$ cat src/rtl/pool_window_gen_pkg.sv
// pool_window_gen_pkg: shared CNN datapath widths and pooling frame defaults.
package pool_window_gen_pkg;
    localparam int DATA_WIDTH      = 8;
    localparam int POOL_IMG_WIDTH  = 28;
    localparam int POOL_IMG_HEIGHT = 28;
endpackage

$ cat src/rtl/pool_window_gen_line_buffer.sv
// pool_line_buffer: one-row register array with a single write port and
// two combinational reads at the current column and its even partner.
module pool_line_buffer
    import pool_window_gen_pkg::*;
#(
    parameter int DEPTH = POOL_IMG_WIDTH,
    parameter int AW    = $clog2(POOL_IMG_WIDTH)
) (
    input  logic                  clk,
    input  logic                  we_i,
    input  logic [AW-1:0]         waddr_i,
    input  logic [DATA_WIDTH-1:0] wdata_i,
    input  logic [AW-1:0]         raddr_i,
    output logic [DATA_WIDTH-1:0] rdata_prev_o,
    output logic [DATA_WIDTH-1:0] rdata_cur_o
);
    logic [DATA_WIDTH-1:0] mem_q [DEPTH];

    always_ff @(posedge clk)
        if (we_i) mem_q[waddr_i] <= wdata_i;

    // Only consumed at odd columns, where clearing bit 0 equals col-1 and stays in range.
    assign rdata_prev_o = mem_q[raddr_i & ~AW'(1)];
    assign rdata_cur_o  = mem_q[raddr_i];
endmodule

$ cat src/rtl/pool_window_gen.sv
// pool_window_gen: turns a raster pixel stream into non-overlapping 2x2
// stride-2 windows with valid/ready handshakes on both sides.
module pool_window_gen
    import pool_window_gen_pkg::*;
#(
    parameter int IMG_WIDTH  = POOL_IMG_WIDTH,
    parameter int IMG_HEIGHT = POOL_IMG_HEIGHT
) (
    input  logic                  clk,
    input  logic                  reset_n,
    input  logic                  in_valid,
    output logic                  in_ready,
    input  logic [DATA_WIDTH-1:0] in_pixel,
    output logic                  win_valid,
    input  logic                  win_ready,
    output logic [DATA_WIDTH-1:0] win_p1,
    output logic [DATA_WIDTH-1:0] win_p2,
    output logic [DATA_WIDTH-1:0] win_p3,
    output logic [DATA_WIDTH-1:0] win_p4,
    output logic                  win_last
);
    localparam int CW = $clog2(IMG_WIDTH);
    localparam int RW = $clog2(IMG_HEIGHT);

    logic [CW-1:0]         col_q, col_d;
    logic [RW-1:0]         row_q, row_d;
    logic [DATA_WIDTH-1:0] hold_q, lb_prev, lb_cur;
    logic                  accept, load, col_end, row_end;

    assign in_ready = ~win_valid | win_ready;
    assign accept   = in_valid & in_ready;
    assign col_end  = col_q == CW'(IMG_WIDTH - 1);
    assign row_end  = row_q == RW'(IMG_HEIGHT - 1);
    assign load     = accept & row_q[0] & col_q[0];

    always_comb begin
        col_d = accept ? (col_end ? '0 : col_q + 1'b1) : col_q;
        row_d = (accept & col_end) ? (row_end ? '0 : row_q + 1'b1) : row_q;
    end

    pool_line_buffer #(.DEPTH(IMG_WIDTH), .AW(CW)) u_line_buf (
        .clk          (clk),
        .we_i         (accept & ~row_q[0]),
        .waddr_i      (col_q),
        .wdata_i      (in_pixel),
        .raddr_i      (col_q),
        .rdata_prev_o (lb_prev),
        .rdata_cur_o  (lb_cur)
    );

    always_ff @(posedge clk or negedge reset_n) begin
        if (!reset_n) begin
            col_q     <= '0;
            row_q     <= '0;
            hold_q    <= '0;
            win_valid <= 1'b0;
            win_last  <= 1'b0;
            win_p1    <= '0;
            win_p2    <= '0;
            win_p3    <= '0;
            win_p4    <= '0;
        end else begin
            col_q <= col_d;
            row_q <= row_d;
            if (accept & row_q[0] & ~col_q[0]) hold_q <= in_pixel;
            if (load) begin
                win_p1    <= lb_prev;
                win_p2    <= lb_cur;
                win_p3    <= hold_q;
                win_p4    <= in_pixel;
                win_last  <= row_end & col_end;
                win_valid <= 1'b1;
            end else if (win_ready) begin
                win_valid <= 1'b0;
            end
        end
    end
endmodule

$ cat config.mk
export PLATFORM = sky130hd
export DESIGN_NAME = pool_window_gen
export DESIGN_NICKNAME = d
export VERILOG_FILES = /design/src/rtl/pool_window_gen_pkg.sv /design/src/rtl/pool_window_gen_line_buffer.sv /design/src/rtl/pool_window_gen.sv
export SDC_FILE = /design/constraint.sdc
export NUM_CORES = 1
export LEC_CHECK = 0
export BUFFER_PORTS_ARGS = -buffer_cell sky130_fd_sc_hd__buf_2
export CAP_MARGIN = 20
export CELL_PAD_IN_SITES_DETAIL_PLACEMENT = 0
export CELL_PAD_IN_SITES_GLOBAL_PLACEMENT = 2
export CORE_MARGIN = 2
export CORE_UTILIZATION = 42
export DETAILED_ROUTE_END_ITERATION = 8
export PLACE_DENSITY = 0.88
export RECOVER_POWER = 25
export SLEW_MARGIN = 40
export SYNTH_ARGS = -nofsm -noshare
export SYNTH_HDL_FRONTEND = slang
export SYNTH_SLANG_ARGS = --single-unit
$ cat constraint.sdc
create_clock -name clk -period 2.5 [get_ports clk]
set_clock_uncertainty 0.15 [all_clocks]
set_input_delay 0.25 -clock clk [delete_from_list [all_inputs] [get_ports clk]]
set_output_delay 0.25 -clock clk [all_outputs]
set_load 0.02 [all_outputs]
# After elaboration in Yosys (flattened, before gate mapping)

Memory sizes are Yosys's and may differ from the RTL's. A register that Yosys moved wholly into a read port is not among the register bits.
Cells that the tools add are included.
W data, S select, Z words.

Bitwise logic cells: 11
Reduce and logical (&&, ||, !) cells: 3
Equal/unequal tests: 2
$add $sub $neg: 2
Multiplexer cells: 6

Operators by type and width:

| cell                  | count |
|---|---|
| $add A5 B1 Y5 const B | 2 |
| $eq A5 B5 Y1 const B  | 2 |
| $mux W5               | 2 |
| $and A1 B1 Y1         | 7 |
| $mux W1               | 4 |
| $not A1 Y1            | 3 |
| $logic_not A1 Y1      | 2 |
| $reduce_bool A2 Y1    | 1 |
| $or A1 B1 Y1          | 1 |

Memory bits (writable): 224
Output and inout port bits: 35
Flip-flop bits (word level): 36
Memories kept: 1
Bits of input ports: 12

Memory list:

| memory           | depth | width | rd ports | clocked after Yosys merged registers in | wr ports | RTL line                          | RTL |
|---|---|---|---|---|---|---|---|
| u_line_buf.mem_q | 28    | 8     | 2        | 2                                       | 1        | pool_window_gen_line_buffer.sv:17 | `logic [DATA_WIDTH-1:0] mem_q [DEPTH];` |

# Depth between registers and ports, before layout

Gate-level depths: netlist of run 1.

Word-level depth: 6
Gate-level depth with buffers: 9

# Cells and area by module

A second synthesis of run 1 with hierarchy kept.

Cell total of the unflattened synthesis: 651
Area, all modules: 11318.4 um^2

By module, submodules not included:

| module           | area each (um^2) | times used | cells each |
|---|---|---|---|
| pool_line_buffer | 9052.4           | 1          | 507 |
| pool_window_gen  | 2265.9           | 1          | 144 |

# Least setup slack after synthesis of run 1

Ideal clock, no wire load.

Kind: reg2reg
From: register win_valid
To: memory u_line_buf.mem_q[13][0] (enable)
Period minus slack after synthesis: 2380 ps
Stages on the path, launching flop included: 6
Arrival: 1846 ps
Buffers on the path: 0
Setup time: 383 ps
Slack: 120 ps
Cells stage by stage: dfrtp_1 > nand2b_1 > nand2_1 > nor2_1 > nand2_1 > nor3_1

Word-level cells in the longest chain between the ends: 6

RTL lines:

| item                          | RTL line                          | RTL |
|---|---|---|
| from (decl)                   | pool_window_gen.sv:14             | `output logic win_valid,` |
| from (signal assigned)        | pool_window_gen.sv:56             | `win_valid <= 1'b0;` |
| from (signal assigned)        | pool_window_gen.sv:72             | `win_valid <= 1'b1;` |
| from (signal assigned)        | pool_window_gen.sv:74             | `win_valid <= 1'b0;` |
| $not A1 Y1                    | pool_window_gen.sv:30             | `assign in_ready = ~win_valid \| win_ready;` |
| $or A1 B1 Y1                  | pool_window_gen.sv:30             |  |
| via in_ready                  | pool_window_gen.sv:12             | `output logic in_ready,` |
| $and A1 B1 Y1                 | pool_window_gen.sv:31             | `assign accept = in_valid & in_ready;` |
| $and A1 B1 Y1                 | pool_window_gen.sv:43             | `.we_i (accept & ~row_q[0]),` |
| $mux W1                       | pool_window_gen_line_buffer.sv:20 | `if (we_i) mem_q[waddr_i] <= wdata_i;` |
| $mux W1 (implied by the code) | pool_window_gen_line_buffer.sv:20 |  |
| to (decl)                     | pool_window_gen_line_buffer.sv:17 |  |

The timed path passes the listed nets, and every way through them passes these cells.

# Worst setup path after layout of run 1

From: register win_valid
To: memory u_line_buf.mem_q[25][6] (enable)

Word-level cells in the longest chain between the ends: 6

RTL lines:

| item                          | RTL line |
|---|---|
| $not A1 Y1                    | pool_window_gen.sv:30 |
| $or A1 B1 Y1                  | pool_window_gen.sv:30 |
| $and A1 B1 Y1                 | pool_window_gen.sv:31 |
| $and A1 B1 Y1                 | pool_window_gen.sv:43 |
| $mux W1                       | pool_window_gen_line_buffer.sv:20 |
| $mux W1 (implied by the code) | pool_window_gen_line_buffer.sv:20 |

No other way between the ends.

==> out/qor.log, run 1 <==
qor: pwr.p_clk_share 28.5%
qor: synthesis.post_synthesis_area_per_instance 16.5 um2
qor: floorplan.floorplan.core_area 0.0267 mm2
qor: setup_path.path_max_fanout 7
qor: setup_path.critical_path.reg2reg.endpoint u_line_buf.mem_q[25][6]
qor: global_routing.grt_pass1_vias 6498
qor: clock_tree.numCtsBuffers 28
qor: sta.grt_setup_unrepaired no
qor: cells_and_area.area.growth.synth_to_final 17.2%
qor: sta.min_period_over_period 93.5%
qor: outcome.run_status finished with violations
qor: sta.min_period 2340 ps
qor: placed_design.pre_cts_setup_slack 206 ps
qor: setup_path.type_of_the_worst_setup_path flip-flop to flip-flop
qor: clock_tree.root_buffer sky130_fd_sc_hd__clkbuf_16
qor: clock_tree.clkLatencyLatePin 540 ps
qor: sta.worst_slack 162 ps
qor: synthesis.synth_largest_area_cell sky130_fd_sc_hd__edfxtp_1
qor: pwr.power_density 1110 mW/mm2
qor: cells_and_area.fin_util 49.6%
qor: floorplan.fp.dieW 168 um
qor: synthesis.yosysTopAreaCellShare 59.4%
qor: outcome.violations max-capacitance violations, max-slew violations
qor: floorplan.floorplan.initialDensity 42.4%
qor: sta.finalMaxSlewViolations 124
qor: pwr.ir_worst_vdd 0.629 mV
qor: cells_and_area.layout.filler_cells 2216
qor: global_routing.globalRoute.totalOverflow 0
qor: pwr.leakage 4.83 nW
qor: synthesis.yosysSeqAreaShare 70.9%
qor: cells_and_area.nets 814
qor: pwr.seq_power_share 40.1%
qor: pwr.internal_power 0.0100 W
qor: pwr.combinationalPowerShare 31.3%
qor: cells_and_area.layout_common_cells sky130_fd_sc_hd__edfxtp_1 (224), sky130_fd_sc_hd__nand2_1 (87), sky130_fd_sc_hd__buf_4 (69), sky130_fd_sc_hd__dfrtp_1 (50)
qor: hold_path.min-delay-path-class primary input to async pin
qor: route.via_density_per_instance 5.55
qor: placed_design.gp_routability_congestion 0.864
qor: cells_and_area.layout_commonest_cell sky130_fd_sc_hd__edfxtp_1
qor: route.postRouteWirelength 27.0 mm
qor: clock_tree.cts_max_level 1
qor: floorplan.ioPinCount 47
qor: sta.setup_viol 0
qor: placed_design.place.port_buffers 46
qor: route.wire_per_inst 23.3 um
qor: setup_path.start_kind flip-flop
qor: placed_design.dpl.cell_count 1104
qor: synthesis.synth_seq_cells 276
qor: global_routing.number_of_antenna_violations_at_the_first_check_in_global_routing 0
qor: synthesis.synth.yosys.warnings 0
qor: setup_path.reg2reg_depth 6
qor: sta.measured_slew_at_the_worst_slew_check_pin 1620 ps
qor: pwr.sw_frac_of_total 31.6%
qor: floorplan.fp.dieArea 0.0283 mm2
qor: sta.timing_hold_violations_final 0
qor: synthesis.syn_inst 684
qor: pwr.switchingPower 0.00464 W
qor: clock_tree.clk_transition_reported_paths 60 ps
qor: cells_and_area.antenna-diode-count 0
qor: synthesis.synth-edff-count 224
qor: global_routing.largest_net_degree_at_the_start_of_global_routing 37
qor: sta.worst_slew_margin_rel -8.16%
qor: sta.setup_tns_final 0 ps
qor: clock_tree.clock_sink_count 276
qor: synthesis.synthesis.area 0.0113 mm2
qor: placed_design.dp_hpwl 17.9 mm
qor: floorplan.die_height 168 um
qor: job.cap_violations 4
qor: setup_path.critical_path_required 2580 ps
qor: route.antenna_left 0
qor: synthesis.ys_types 54
qor: synthesis.synth.net_count 702
qor: route.dr.pass1.iters 5
qor: setup_path.cp.arrival 2420 ps
qor: floorplan.rows 60
qor: clock_tree.number_of_gates_resized_after_cts 0
qor: setup_path.setup.worst_path.end_class flip-flop
qor: route.total_drc_errors_in_the_routed_layout 0
qor: global_routing.track_usage 19.3%
qor: cells_and_area.count_of_non_filler_cells_in_the_finished_layout 1159
qor: setup_path.timing.rr.start win_valid
qor: synthesis.synth_top_flop_cell sky130_fd_sc_hd__edfxtp_1
qor: clock_tree.clock_tree.buffer_depth 3
qor: setup_path.first_element_of_the_critical_path win_valid
qor: route.vias 6435
qor: pwr.p_total 0.0147 W
qor: clock_tree.clock_tree_from_tritoncts built
qor: sta.clock.fmax 428 MHz
qor: global_routing.grt_pass1_wl 40.8 mm
qor: synthesis.netlist_top_cells_area sky130_fd_sc_hd__edfxtp_1 (59%), sky130_fd_sc_hd__dfrtp_1 (11%), sky130_fd_sc_hd__mux4_2 (8.0%), sky130_fd_sc_hd__mux2i_1 (3.3%), sky130_fd_sc_hd__nand2_1 (2.9%)
qor: route.drt_iter0_markers 835
qor: synthesis.async_flop_share 18.8%
qor: cells_and_area.post_route_cells_drive_above_1_share 26.3%
qor: setup_path.worst-r2r-setup-slack 160 ps
## routing by layer
metal / part of all wire, % / up-vias / GRT usage, %
li1: - / 2868 / -
met1: 45 / 3280 / 28.3
met2: 46 / 240 / 30.6
met3: 6.5 / 47 / 3.10
met4: 2.2 / 0 / 4.80
met5: 0 / - / 0
## synth_stat cells (6+ instances only)
| library cell | instances |
|---|---|
| sky130_fd_sc_hd__nor2_1 | 38 |
| sky130_fd_sc_hd__nand3_1 | 11 |
| sky130_fd_sc_hd__a21oi_1 | 15 |
| sky130_fd_sc_hd__o21ai_0 | 10 |
| sky130_fd_sc_hd__o21ai_1 | 6 |
| sky130_fd_sc_hd__mux2i_1 | 37 |
| sky130_fd_sc_hd__mux4_2 | 40 |
| sky130_fd_sc_hd__dfrtp_1 | 52 |
| sky130_fd_sc_hd__mux2_2 | 18 |
| sky130_fd_sc_hd__clkbuf_1 | 14 |
| sky130_fd_sc_hd__nor3_1 | 13 |
| sky130_fd_sc_hd__nand2_1 | 87 |
| sky130_fd_sc_hd__edfxtp_1 | 224 |
| sky130_fd_sc_hd__a211oi_1 | 7 |
| sky130_fd_sc_hd__buf_2 | 8 |
| sky130_fd_sc_hd__nor2b_1 | 7 |
| sky130_fd_sc_hd__ha_1 | 6 |
| sky130_fd_sc_hd__o22ai_1 | 15 |
## what timing repair did
item | CTS | global route
endpoints found under the hold margin | 54 | 0
hold buffers | 3 | 0
buffers inserted | 0 | 0
endpoints found under the setup margin | 0 | 0
## cell families (layout without fill, tap and decap cells)
logic type / Yosys count / count (layout) / synth area share [%]
fa+ha+maj: 6 / 6 / 0.663
flops: 276 / 276 / 70.9
simple gates: 174 / 174 / 6.64
mux: 102 / 102 / 14.4
buf+inv: 48 / 182 / 2.87
compound gates: 78 / 78 / 4.52
## critical path, cell delays in order (launching register included)
cell and delay, ps:
sky130_fd_sc_hd__dfrtp_1 370, sky130_fd_sc_hd__nand2b_1 170, sky130_fd_sc_hd__nand2_1 130, sky130_fd_sc_hd__nor2_1 310, sky130_fd_sc_hd__nand2_1 370, sky130_fd_sc_hd__nor2_1 280, sky130_fd_sc_hd__buf_4 250
## how the worst max path moves through the flow
stage | end | slack [ps] | depth (start not counted)
floorplan | u_line_buf.mem_q[13][0] | 120 | 5
global placement | win_p1[2] | 210 | 6
detailed placement | win_p1[7] | 210 | 5
CTS | win_p1[6] | 200 | 6
global route | u_line_buf.mem_q[9][5] | 3 | 6
finish | u_line_buf.mem_q[25][6] | 160 | 6
## layout make-up
| cell class | count | area [um2] | area share [%] |
|---|---|---|---|
| inverters | 7 | 26.3 | 0.198 |
| clock buffers | 48 | 868 | 6.55 |
| well taps | 341 | 427 | 3.22 |
| repair buffers | 123 | 871 | 6.57 |
| multi-input cells | 360 | 2970 | 22.4 |
| flip-flops and latches | 276 | 8030 | 60.6 |
| clock inverters | 4 | 70.1 | 0.528 |
## flip-flops by register name, summed over array words and instances, names as in the netlist
| name | cells |
|---|---|
| win_last | 1 |
| row_q | 5 |
| hold_q | 8 |
| col_q | 5 |
| win_p4 | 8 |
| win_valid | 1 |
| u_line_buf.mem_q | 224 |
| win_p3 | 8 |
| win_p2 | 8 |
| win_p1 | 8 |
## power by group through the flow
stage               Sequential [W]  Combinational (W)  Clock [W]
floorplan                  0.00606            0.00291          0
global placement           0.00598            0.00455          0
detailed placement         0.00598            0.00460          0
CTS                        0.00590            0.00462    0.00426
global route               0.00595            0.00495    0.00444
finish                     0.00589            0.00460    0.00419
## stage by stage
step	instance area (um2)	hold slack (ps)
after global placement	12300	105
after global routing	13300	96.2
after floorplan	11300	-196
after detailed placement	12300	96.1
final	13300	65.4
after CTS	13300	49.2
(Power assumes the default switching activity.)
==> run 2, diff against run 1 <==
--- a/config.mk
+++ b/config.mk
@@ -9,6 +9,7 @@
 export CAP_MARGIN = 20
 export CELL_PAD_IN_SITES_DETAIL_PLACEMENT = 0
 export CELL_PAD_IN_SITES_GLOBAL_PLACEMENT = 2
+export CORE_ASPECT_RATIO = 0.9
 export CORE_MARGIN = 2
 export CORE_UTILIZATION = 42
 export DETAILED_ROUTE_END_ITERATION = 8
==> run 2 against run 1 <==
The flow still finishes with violations (max-capacitance violations, max-slew violations); maximum frequency decreased by 3.3%; critical path type unchanged; sequential cell count unchanged; final area decreased by 0.14%; sequential power about the same; total power about the same; highest routed layer unchanged.
==> out/qor.log, run 2 (synthesis results as in run 1) <==
qor: floorplan.die_height 160 um
qor: cells_and_area.layout_common_cells sky130_fd_sc_hd__edfxtp_1 (224), sky130_fd_sc_hd__nand2_1 (86), sky130_fd_sc_hd__buf_4 (64), sky130_fd_sc_hd__dfrtp_1 (50)
qor: sta.clock.fmax 413 MHz
qor: setup_path.cp_num_buf_inv 1
qor: hold_path.hold_path_end win_p4[6]
qor: placed_design.gp_routability_congestion 0.849
qor: hold_path.min-delay-path-class primary input to flip-flop
qor: pwr.ir_worst_vdd 0.703 mV
qor: global_routing.number_of_antenna_violations_at_the_first_check_in_global_routing 0
qor: setup_path.critical-path-top-delay-family multiplexers
qor: setup_path.cp_common_cell sky130_fd_sc_hd__a21oi_1
qor: setup_path.cp_cell_sequence buf_12 -> mux4_2 -> mux2i_1 -> a21oi_1 -> nor3_2 -> a21oi_1
qor: sta.hold-worst-slack 147 ps
qor: global_routing.globalRoute.totalOverflow 0
qor: global_routing.largest_net_degree_at_the_start_of_global_routing 52
qor: route.dr.pass1.iters 5
qor: setup_path.start_kind flip-flop
qor: pwr.switchingPower 0.00469 W
qor: clock_tree.numCtsBuffers 27
qor: global_routing.track_usage 19.7%
qor: cells_and_area.count_of_non_filler_cells_in_the_finished_layout 1159
qor: setup_path.timing.rr.start col_q[1]
qor: pwr.power_density 1110 mW/mm2
qor: outcome.violations max-capacitance violations, max-slew violations
qor: cells_and_area.antenna-diode-count 0
qor: floorplan.ioPinCount 47
qor: route.total_drc_errors_in_the_routed_layout 0
qor: setup_path.critical-path-max-stage-delay 570 ps
qor: setup_path.critical_path.reg2reg.endpoint win_p2[6]
qor: sta.min_period_over_period 96.8%
qor: sta.grt_setup_unrepaired yes
qor: setup_path.worst-r2r-setup-slack 80 ps
qor: cells_and_area.largest_register_ffs 224
qor: pwr.combinationalPowerShare 30.8%
qor: clock_tree.cts_max_level 1
qor: placed_design.dpl.cell_count 1106
qor: clock_tree.clkLatencyLatePin 530 ps
qor: setup_path.cp_slowest_cell sky130_fd_sc_hd__dfrtp_4
qor: clock_tree.root_buffer sky130_fd_sc_hd__clkbuf_16
qor: setup_path.cp.arrival 2680 ps
qor: cells_and_area.area.growth.synth_to_final 17.0%
qor: cells_and_area.nets 809
qor: route.via_density_per_instance 5.71
qor: floorplan.fp.dieW 177 um
qor: placed_design.place.port_buffers 46
qor: global_routing.grt_pass1_wl 41.9 mm
qor: sta.timing_hold_violations_final 0
qor: setup_path.type_of_the_worst_setup_path flip-flop to flip-flop
qor: sta.setup_viol 0
qor: setup_path.critical_path_required 2760 ps
qor: global_routing.grt_pass1_vias 6722
qor: pwr.internal_power 0.0100 W
qor: pwr.leakage 4.82 nW
qor: route.drt_iter0_markers 696
qor: route.vias 6615
qor: cells_and_area.layout.filler_cells 2181
qor: route.wire_per_inst 23.6 um
qor: sta.measured_slew_at_the_worst_slew_check_pin 1680 ps
qor: setup_path.path_max_fanout 17
qor: hold_path.worst_hold_startpoint in_pixel[6]
qor: cells_and_area.post_route_cells_drive_above_1_share 26.8%
qor: clock_tree.clk_transition_reported_paths 70 ps
qor: route.postRouteWirelength 27.4 mm
qor: clock_tree.clock_sink_count 276
qor: floorplan.floorplan.initialDensity 43.1%
qor: hold_path.min_delay_path_depth 3
qor: setup_path.setup.worst_path.end_class flip-flop
qor: route.antenna_left 0
qor: floorplan.floorplan.core_area 0.0263 mm2
qor: floorplan.rows 56
qor: sta.worst_slew_margin_rel -12.3%
qor: pwr.p_clk_share 29.0%
qor: cells_and_area.layout.cell_area.non_filler 0.0132 mm2
qor: setup_path.reg2reg_depth 6
qor: cells_and_area.layout_commonest_cell sky130_fd_sc_hd__edfxtp_1
qor: placed_design.standard_cell_area_after_detailed_placement 0.0123 mm2
qor: sta.finalMaxSlewViolations 124
qor: cells_and_area.top_reg_by_flops u_line_buf.mem_q
qor: job.cap_violations 4
qor: clock_tree.number_of_setup_buffers_added_after_cts 0
qor: sta.min_period 2420 ps
qor: clock_tree.clock_tree_from_tritoncts built
qor: outcome.run_status finished with violations
qor: floorplan.fp.dieArea 0.0283 mm2
qor: clock_tree.clock_tree.buffer_depth 3
qor: placed_design.dp_hpwl 18.2 mm
qor: pwr.seq_power_share 40.3%
qor: pwr.sw_frac_of_total 31.9%
-- run 2: cell types whose count changed in the layout (fill, tap and decap cells not counted), sizes merged --
cell | before | now
bufinv | 2 | 6
buf | 114 | 108
clkbuf | 54 | 36
clkinv | 5 | 16
clkinvlp | 0 | 1
dlygate4sd3 | 3 | 4
-- run 2: final cells by class --
class	instances	area (um2)	area share (%)
multi-input combinational	360	2980	22.5
clock inverter	20	255	1.93
timing repair buffer	119	828	6.25
tap	348	435	3.29
clock buffer	29	683	5.16
sequential	276	8030	60.7
inverter	7	26.3	0.198
-- run 2: how the worst max path moves through the flow --
stage	from	to	slack, ps	cells after the start
after floorplan	win_valid	u_line_buf.mem_q[13][0]	120	5
after global placement	col_q[3]	win_p2[6]	-150	6
after detailed placement	col_q[3]	win_p2[6]	-130	6
after CTS	col_q[1]	win_p2[5]	40	5
after global routing	win_valid	u_line_buf.mem_q[9][6]	-10	6
final	col_q[1]	win_p2[6]	80	6
-- run 2: stage by stage --
step	util, %	setup TNS, ps	setup WS [ps]	power (W)
after floorplan	-	0	120	0.00897
after CTS	50.4	0	38.0	0.0148
after global routing	50.4	-62.2	-10.4	0.0153
final	50.4	0	80.7	0.0147
after global placement	46.7	-150	-150	0.0104
after detailed placement	46.7	-128	-128	0.0105
-- run 2: worst min-delay path: stages --
cell and delay, ps:
sky130_fd_sc_hd__buf_2 320, sky130_fd_sc_hd__nand2_1 140, sky130_fd_sc_hd__nand2_1 50
-- run 2: what timing repair did --
item	4_1_cts	5_1_grt
gates resized for setup	2	3
gates cloned	0	0
endpoints found under the setup margin	1	8
endpoints found under the hold margin	54	0
hold buffers	4	0
-- run 2: per-layer routing --
metal / track usage, % / share of wire (%) / up-vias
li1: - / - / 2864
met1: 30.0 / 44 / 3348
met2: 28.6 / 44 / 357
met3: 4.62 / 9.7 / 46
met4: 5.07 / 2.5 / 0
met5: 0 / 0 / -
-- run 2: power groups by stage --
stage | Sequential (W) | Clock (W) | Combinational (W)
2_1_floorplan | 0.00606 | 0 | 0.00291
3_3_place_gp | 0.00598 | 0 | 0.00441
3_5_place_dp | 0.00600 | 0 | 0.00447
4_1_cts | 0.00591 | 0.00434 | 0.00450
5_1_grt | 0.00598 | 0.00451 | 0.00484
6_report | 0.00592 | 0.00426 | 0.00452
==> run 3, diff against run 2 <==
--- a/config.mk
+++ b/config.mk
@@ -7,13 +7,11 @@
 export LEC_CHECK = 0
 export BUFFER_PORTS_ARGS = -buffer_cell sky130_fd_sc_hd__buf_2
 export CAP_MARGIN = 20
-export CELL_PAD_IN_SITES_DETAIL_PLACEMENT = 0
-export CELL_PAD_IN_SITES_GLOBAL_PLACEMENT = 2
 export CORE_ASPECT_RATIO = 0.9
 export CORE_MARGIN = 2
-export CORE_UTILIZATION = 42
+export CORE_UTILIZATION = 55
 export DETAILED_ROUTE_END_ITERATION = 8
-export PLACE_DENSITY = 0.88
+export PLACE_DENSITY = 0.87
 export RECOVER_POWER = 25
 export SLEW_MARGIN = 40
 export SYNTH_ARGS = -nofsm -noshare
==> run 3 against run 2 <==
The run still ends with max-capacitance violations, max-slew violations left; sequential share of layout area increased by 1.1 points; hold slack worse by 4.0 ps; register-to-register slack got worse by 20 ps; highest routed layer unchanged; combinational power rose by 4%; sequential cell count unchanged.
==> out/qor.log, run 3 (synthesis results as in run 1) <==
qor: floorplan.fp.dieArea 0.0217 mm2
qor: setup_path.path_max_fanout 15
qor: global_routing.grt_pass1_wl 40.4 mm
qor: setup_path.worst-r2r-setup-slack 60 ps
qor: global_routing.track_usage 25.0%
qor: setup_path.critical_path_depth 6
qor: hold_path.min-delay-path-class primary input to flip-flop
qor: clock_tree.clock_tree_from_tritoncts built
qor: floorplan.ioPinCount 47
qor: placed_design.place.port_buffers 46
qor: clock_tree.clkLatencyLatePin 530 ps
qor: cells_and_area.nets 813
qor: clock_tree.root_buffer sky130_fd_sc_hd__clkbuf_16
qor: global_routing.largest_net_degree_at_the_start_of_global_routing 47
qor: floorplan.floorplan.core_area 0.0201 mm2
qor: pwr.combinationalPowerShare 32.7%
qor: sta.worst_slack 62.3 ps
qor: floorplan.fp.dieW 155 um
qor: pwr.internal_power 0.00961 W
qor: floorplan.rows 49
qor: setup_path.cp.arrival 2740 ps
qor: cells_and_area.layout.cell_area.non_filler 0.0130 mm2
qor: floorplan.die_height 140 um
qor: placed_design.gp_routability_congestion 0.934
qor: sta.worst_slew_margin_rel -4.25%
qor: sta.timing_hold_violations_final 0
qor: sta.grt_setup_unrepaired yes
qor: route.total_drc_errors_in_the_routed_layout 0
qor: placed_design.standard_cell_area_after_detailed_placement 0.0121 mm2
qor: setup_path.critical-path-top-delay-family simple AND/OR/NAND/NOR gates
qor: pwr.seq_power_share 41.2%
qor: cells_and_area.layout.filler_cells 1290
qor: clock_tree.numCtsBuffers 27
qor: setup_path.critical_path_required 2800 ps
qor: pwr.p_total 0.0143 W
qor: hold_path.min_delay_path_depth 3
qor: setup_path.cp_cell_sequence buf_4 -> nand2_1 -> o22ai_1 -> nor2_1 -> or3_1 -> a31oi_1
qor: pwr.sw_frac_of_total 32.9%
qor: setup_path.setup.worst_path.end_class flip-flop
qor: setup_path.type_of_the_worst_setup_path flip-flop to flip-flop
qor: placed_design.pre_cts_setup_slack 112 ps
qor: placed_design.dp_hpwl 16.8 mm
qor: sta.min_period 2440 ps
qor: cells_and_area.post_route_cells_drive_above_1_share 25.5%
qor: hold_path.worst_hold_startpoint in_pixel[4]
qor: sta.setup_tns_final 0 ps
qor: sta.setup_viol 0
qor: setup_path.critical_path.reg2reg.endpoint win_p2[2]
qor: pwr.power_density 1100 mW/mm2
qor: clock_tree.cts_max_level 1
qor: pwr.switchingPower 0.00472 W
qor: setup_path.timing.rr.start col_q[2]
qor: route.drt_iter0_markers 930
qor: outcome.violations max-capacitance violations, max-slew violations
qor: pwr.leakage 4.76 nW
qor: sta.measured_slew_at_the_worst_slew_check_pin 1560 ps
qor: route.antenna_left 0
qor: setup_path.cp_num_buf_inv 1
qor: setup_path.reg2reg_depth 6
qor: setup_path.first_element_of_the_critical_path col_q[2]
qor: clock_tree.clock_tree.buffer_depth 3
qor: cells_and_area.layout_common_cells sky130_fd_sc_hd__edfxtp_1 (224), sky130_fd_sc_hd__nand2_1 (87), sky130_fd_sc_hd__buf_4 (69), sky130_fd_sc_hd__dfrtp_1 (50)
qor: hold_path.hold_path_end win_p4[4]
qor: pwr.ir_worst_vdd 0.743 mV
qor: floorplan.floorplan.initialDensity 56.3%
qor: route.via_density_per_instance 6.39
qor: cells_and_area.layout_commonest_cell sky130_fd_sc_hd__edfxtp_1
qor: route.wire_per_inst 25.0 um
qor: route.dr.pass1.iters 6
qor: clock_tree.number_of_gates_resized_after_cts 0
qor: global_routing.globalRoute.totalOverflow 0
qor: setup_path.cp_slowest_cell sky130_fd_sc_hd__dfrtp_2
qor: clock_tree.clk_transition_reported_paths 60 ps
qor: job.cap_violations 3
qor: cells_and_area.fin_util 64.6%
qor: clock_tree.clock_sink_count 276
qor: global_routing.number_of_antenna_violations_at_the_first_check_in_global_routing 0
qor: sta.clock.fmax 410 MHz
qor: global_routing.grt_pass1_vias 6712
qor: pwr.p_clk_share 26.1%
qor: route.postRouteWirelength 26.8 mm
qor: outcome.run_status finished with violations
qor: route.vias 6836
qor: cells_and_area.top_reg_by_flops u_line_buf.mem_q
qor: cells_and_area.antenna-diode-count 0
qor: setup_path.critical-path-max-stage-delay 620 ps
qor: setup_path.start_kind flip-flop
qor: cells_and_area.area.growth.synth_to_final 14.8%
qor: cells_and_area.largest_register_ffs 224
qor: sta.finalMaxSlewViolations 62
qor: sta.min_period_over_period 97.5%
run 3: repair_timing:
item                                    in CTS  in global routing
endpoints found under the setup margin       0                  4
hold endpoints to repair                    54                  0
buffers inserted                             0                  6
hold buffers                                 4                  0
run 3: worst max path at each step:
stage               slack [ps]                       to
finish                      60                win_p2[2]
global placement           110                win_p2[2]
floorplan                  120  u_line_buf.mem_q[13][0]
detailed placement         110                win_p2[2]
CTS                         80                win_p2[2]
global route               -60                win_p2[2]
run 3: cell type report:
type | instances | area, um2 | area share [%]
Clock inverter | 3 | 15.0 | 0.116
Sequential cell | 276 | 8030 | 61.8
Inverter | 7 | 26.3 | 0.202
Clock buffer | 46 | 777 | 5.98
Timing Repair Buffer | 123 | 861 | 6.62
Tap cell | 255 | 319 | 2.45
Multi-Input combinational cell | 360 | 2970 | 22.8
run 3: through the flow:
| stage | hold WS, ps | cells |
|---|---|---|
| floorplan | -196 | 684 |
| CTS | 78.7 | 1064 |
| global placement | -66.2 | 1011 |
| global route | 162 | 1070 |
| finish | 143 | 1070 |
| detailed placement | -64.0 | 1011 |
run 3: worst min-delay path, cell delays in order:
cell and delay (ps):
sky130_fd_sc_hd__buf_2 320, sky130_fd_sc_hd__nand2_1 150, sky130_fd_sc_hd__nand2_1 40
run 3: power by group through the flow:
| stage | Clock, W | Combinational (W) | Sequential, W |
|---|---|---|---|
| floorplan | 0 | 0.00291 | 0.00606 |
| global placement | 0 | 0.00433 | 0.00599 |
| detailed placement | 0 | 0.00444 | 0.00602 |
| CTS | 0.00376 | 0.00449 | 0.00594 |
| global route | 0.00394 | 0.00495 | 0.00594 |
| finish | 0.00374 | 0.00469 | 0.00591 |
run 3: per-layer routing:
| metal | wire length [um] | up-vias | GRT usage, % |
|---|---|---|---|
| met5 | 0 | - | 0 |
| met4 | 988 | 0 | 7.77 |
| met3 | 2510 | 80 | 3.93 |
| met2 | 13100 | 462 | 41.1 |
| met1 | 10200 | 3425 | 34.9 |
| li1 | - | 2869 | - |
